<file path="config.mk">
export PLATFORM = sky130hd
export DESIGN_NAME = multu
export DESIGN_NICKNAME = d
export VERILOG_FILES = /design/src/rtl/multu_pkg.sv /design/src/rtl/multu.sv
export SDC_FILE = /design/constraint.sdc
export NUM_CORES = 1
export LEC_CHECK = 0
export ABC_AREA = 1
export BUFFER_PORTS_ARGS = -buffer_cell sky130_fd_sc_hd__buf_4
export CAP_MARGIN = 10
export CORE_UTILIZATION = 43
export CTS_CLUSTER_SIZE = 24
export DETAILED_ROUTE_END_ITERATION = 12
export GPL_TIMING_DRIVEN = 0
export HOLD_SLACK_MARGIN = 0.05
export SLEW_MARGIN = 20
export SYNTH_ARGS = -nofsm -noshare
export SYNTH_HDL_FRONTEND = slang
export SYNTH_SLANG_ARGS = --single-unit
</file>
<file path="constraint.sdc">
create_clock -name clock -period 5.1 [get_ports clock]
set_input_delay 1.275 -clock clock [delete_from_list [all_inputs] [get_ports clock]]
set_output_delay 1.275 -clock clock [all_outputs]
set_load 0.02 [all_outputs]
</file>
<file path="src/rtl/multu_pkg.sv">
// Shared definitions for the iterative unsigned multiplier and its
// HI/LO consumers.
package multu_pkg;

    localparam int MUL_WIDTH = 32;
    localparam int MUL_CNT_W = $clog2(MUL_WIDTH);

    typedef struct packed {
        logic [MUL_WIDTH-1:0] hi;
        logic [MUL_WIDTH-1:0] lo;
    } hilo_t;

endpackage

</file>
<file path="src/rtl/multu.sv">
// Radix-2 shift-add unsigned multiplier, one step per falling clock edge.
// Shares the divider's start/busy/done handshake.
module multu
    import multu_pkg::*;
#(
    parameter int WIDTH = MUL_WIDTH
) (
    input  logic             clock,
    input  logic             reset,
    input  logic [WIDTH-1:0] multiplicand,
    input  logic [WIDTH-1:0] multiplier,
    input  logic             start,
    output logic [WIDTH-1:0] hi,
    output logic [WIDTH-1:0] lo,
    output logic             busy,
    output logic             done
);

    localparam int CW = $clog2(WIDTH);
    localparam logic [CW-1:0] LAST = CW'(WIDTH - 1);

    logic [WIDTH-1:0] hi_r;
    logic [WIDTH-1:0] lo_r;
    logic [WIDTH-1:0] mcand_r;
    logic [CW-1:0]    count;
    logic [WIDTH:0]   sum;

    // The carry out of the add lands in hi_r's top bit after the shift.
    always_comb begin
        sum = {1'b0, hi_r} + (lo_r[0] ? {1'b0, mcand_r} : '0);
    end

    always_ff @(negedge clock) begin
        if (reset) begin
            hi_r    <= '0;
            lo_r    <= '0;
            mcand_r <= '0;
            count   <= '0;
            busy    <= 1'b0;
            done    <= 1'b0;
        end else if (start) begin
            mcand_r <= multiplicand;
            lo_r    <= multiplier;
            hi_r    <= '0;
            count   <= '0;
            busy    <= 1'b1;
            done    <= 1'b0;
        end else if (busy) begin
            hi_r  <= sum[WIDTH:1];
            lo_r  <= {sum[0], lo_r[WIDTH-1:1]};
            count <= count + 1'b1;
            if (count == LAST) begin
                busy <= 1'b0;
                done <= 1'b1;
            end
        end else begin
            done <= 1'b0;
        end
    end

    assign hi = hi_r;
    assign lo = lo_r;

endmodule

</file>
# == Word-level counts from Yosys, hierarchy flattened ==
# Index checks and enable logic that the tools add are counted.
# totals
regBits,103
latch_bits,0
ram_bits,0
rom_bits,0
input_bits,67
output_inout_bits,66
word_cells,19
n_memories,0
# classes
addsub,2
multipliers,0
div,0
n_lt_le_gt_ge,0
n_eq_ne,1
shift,0
mux,6
n_bitwise,1
reduce_logical,3
# ops
operator,n
$mux 32,3
$add 32x32->33,1
$add 5x1->5 const B,1
$eq 5x5->1 const B,1
$mux 1,3
$reduce_or 3->1,1
$reduce_bool 2->1,1
$reduce_or 2->1,1
$not 1->1,1

# == Logic depth before layout (Yosys ltp) ==
# logic_depth
depth_word,4
ltp_mapped,17
mapped_depth_nobuf,15

==> reports/metrics.sh <==
OUTCOME='complete, no violations'
WORST_SKEW_LATE_LATENCY_NS=0.43
WORST_R2R_PATH_DEPTH=17
RR_STARTPOINT='lo[0]$_SDFFE_NP0P_'
TIMING.CRITICAL_PATH.BUF_INV=1
SYNTHESIS.AREA_PER_INSTANCE_SQ_UM=6.12
REQUIRED_NS=3.83
HOLD_PATH_STARTPOINT='mcand_r[0]$_SDFFE_NP0P_'
FINALPOWER_uW=2350
CTS_RESIZED=0
CTS.REPAIR_TIMING.SETUP_BUFFER_COUNT=0
FINAL.SETUP_SKEW_NS=0.0197
TRITONCTS.NUM_BUFFERS=9
NUM-FILL-CELLS=1603
CRITICAL_PATH.ENDPOINT_TYPE='output port'
HOLD_VIOL_FINAL=0
HOLD_DEPTH=2
FINAL_CRITICAL_PATH_SETUP_SLACK_NS=0.257
CHIPHEIGHT_MICRONS=125
FINAL-SETUP-VIOL-COUNT=0
BUFFER_LEVELS_ON_THE_LONGEST_CLOCK_PATH=2
FLOORPLAN.CORE_AREA_SQ_UM=14700
PLACE.GP.CONGESTION=0.932
N_ANTENNA_CELL=0
YOSYSUNIQUECELLTYPES=28
NUMBER_OF_LEVELS_IN_THE_CLOCK_H_TREE=3
TIMING.CRITICAL_PATH.ARRIVAL_NS=3.57
PATH_DELAY_FAMILY='flip-flops'
SLEW_VIOLATIONS=0
DRT_PASS1_ITERATIONS=6
POSTROUTEWIRELENGTH_MICRONS=19900
BOUNDARYPINS=133
DETAIL-ROUTE-ANTENNA-NETS=0
SYNTH-WARNING-COUNT=0
CTS.CLK_SLEW.WORST_PATHS_NS=0.04
STARTING_DRC_COUNT_IN_DETAILED_ROUTING=409
NUMBER_OF_ANTENNA_VIOLATIONS_AT_THE_FIRST_CHECK_IN_GLOBAL_ROUTING=0
INITIAL_UTILIZATION_PCT=44.6
SYNTH.CELL_AREA_SQ_UM=6550
NUM_ROWS=44
CP-START-KIND='register'
GRT-OVFL-TOTAL=0
DIE_AREA_SQ_UM=15700
HPWLAFTERDP_MICRONS=15500
CTS.ROOT.BUFFER_CELL='clkbuf_16'
POSTSYNTHNETCOUNT=1172
DP_SLACK_NS=0.0830
AVGROUTEDWIREPERCELL_MICRONS=13.3
VIASPERCELL=4.81
TIMING.CRITICAL_PATH.CELLS='buf_4'
CRITICAL_PATH.MAX_STAGE_DELAY_NS=0.42
SYNTH_SEQ_CELLS=103
SETUP.REG_TO_REG.WORST_SLACK_NS=2.34
GRT_USE_TOTAL_PCT=26.2
VIAS=7223
YOSYSSEQAREASHARE_PCT=31.5
POWER_PER_CELL_AREA_nW_PER_UM2=277
CTS.SINKS=103
FLOW.AREA_GROWTH_FROM_SYNTHESIS_PCT=29.4
CAP_VIOL_MAX_COUNT=0
POST_SYNTH_INST_COUNT=1070
R2R_END='hi[25]$_SDFFE_NP0P_'
CRIT_FANOUT=4
IR_WORST_VDD_V=0.000172
HOLD_CLASS='reg -> reg'
TIMING.SETUP.CRITICAL_PATH_CLASS='reg -> out'
MOSTFREQUENTLAYOUTCELLS='282 x inv_1, 275 x nand2_1, 199 x nor2_1'
CTS_HOLD_BUF=0
STATIC-LEAKAGE-POWER_uW=0.00524
SETUP-TNS-FINAL_NS=0
DRT_DRC_VIOLATIONS_LEFT=0
FINALNETCOUNT=1416
VIA_COUNT_OF_THE_FIRST_GLOBAL_ROUTING_PASS=6993
UTILIZATION_PCT=57.7
GRT_PASS1_WL_MICRONS=32900
DIE_W_MICRONS=125
TRITONCTS='built'
GRT_START_MAX_NET_PINS=20
DRIVE_GT1_SHARE_PCT=14.2
CRITICAL_PATH.SLOWEST_CELL='dfxtp_1'
GRT_SETUP_UNREPAIRED='false'
LAYOUT_COMMONEST_CELL='inv_1'
IO_BUFFER_COUNT=131
WORST-SLEW-PIN-TRANSITION_NS=0.657
HOLD-PATH-ENDPOINT='mcand_r[0]$_SDFFE_NP0P_'
WORST_MAX_SLEW_MARGIN_EXPRESSED_RELATIVE_TO_THE_LIMIT_PCT=56.2
## area by class of cell
cell class / instances / area (sq um) / share of cell area (%)
multi-input cells: 738 / 3610 / 42.6
repair buffers: 131 / 983 / 11.6
clock inverters: 110 / 494 / 5.83
inverters: 186 / 698 / 8.23
plain buffers: 42 / 178 / 2.09
clock buffers: 9 / 225 / 2.66
flip-flops and latches: 103 / 2060 / 24.3
well taps: 184 / 230 / 2.71
## metal layers
metal  track usage, %  vias up  part of all wire, %  routed length (microns)
met5                0        -                    0                        0
met1             33.0     3201                   47                     9410
met2             40.3      186                   45                     8950
met3             8.94       20                  6.4                     1270
met4             11.4        0                  1.4                      288
li1                 -     3816                    -                        -
## sequential cells by signal, summed over array words and instances (netlist names)
register and cells:
mcand_r 32, done 1, lo 32, busy 1, count 5, hi 32
## how the worst max path moves through the flow
stage / startpoint / to / slack [ns] / depth (start not counted)
2_1_floorplan: start / hi[18]$_SDFFE_NP0P_ / 0.40 / 8
3_3_place_gp: start / hi[23]$_SDFFE_NP0P_ / 0.11 / 8
3_5_place_dp: start / hi[24]$_SDFFE_NP0P_ / 0.08 / 8
4_1_cts: hi[1]$_SDFFE_NP0P_ / hi[1] / 0.24 / 1
5_1_grt: hi[1]$_SDFFE_NP0P_ / hi[1] / 0.21 / 1
6_report: hi[1]$_SDFFE_NP0P_ / hi[1] / 0.26 / 1
## report_power, final
group	leakage [uW]	internal, uW	switching, uW
clock network	0.000711	508	585
logic	0.00368	147	213
registers	0.000850	861	37.2
## stage by stage
stage | area [sq um] | hold WS (ns) | std cells
after global routing | 8480 | 0.486 | 1503
after detailed placement | 7770 | 0.450 | 1385
final | 8480 | 0.458 | 1503
after CTS | 8480 | 0.458 | 1503
after global placement | 7770 | 0.452 | 1385
after floorplan | 6550 | 0.435 | 1070
## synthesized netlist by cell type
library cell | count | area, sq um
a211oi_1 | 2 | 15.0
a21oi_1 | 25 | 125
buf_1 | 2 | 7.51
buf_2 | 16 | 80.1
clkbuf_1 | 24 | 90.1
dfxtp_1 | 103 | 2060
fa_1 | 1 | 20.0
ha_1 | 34 | 425
inv_1 | 180 | 676
inv_2 | 7 | 26.3
nand2_1 | 275 | 1030
nand2_2 | 9 | 56.3
nand2b_1 | 1 | 6.26
nand3_1 | 40 | 200
nand3_2 | 4 | 40.0
nand3b_1 | 1 | 7.51
nand4_1 | 3 | 18.8
nor2_1 | 199 | 747
nor2_2 | 4 | 25.0
nor3_1 | 38 | 190
nor3b_1 | 1 | 7.51
o2111a_1 | 1 | 11.3
o21a_1 | 1 | 7.51
o21ai_0 | 45 | 225
o21ai_1 | 5 | 25.0
o21bai_1 | 3 | 22.5
o221ai_1 | 32 | 280
xor2_1 | 14 | 123
## cells by family (layout without fill, tap and decap cells)
| logic type | after synthesis | in the layout | synth area share (%) |
|---|---|---|---|
| AND/OR/NAND/NOR | 575 | 575 | 35.6 |
| adder cells (fa/ha/maj) | 35 | 35 | 6.80 |
| AO/OA/AOI/OAI | 114 | 114 | 10.9 |
| XOR/XNOR | 14 | 14 | 1.87 |
| buffers and inverters | 229 | 478 | 13.4 |
| flip-flops | 103 | 103 | 31.5 |
No activity file was read; power rests on OpenSTA's default activity.
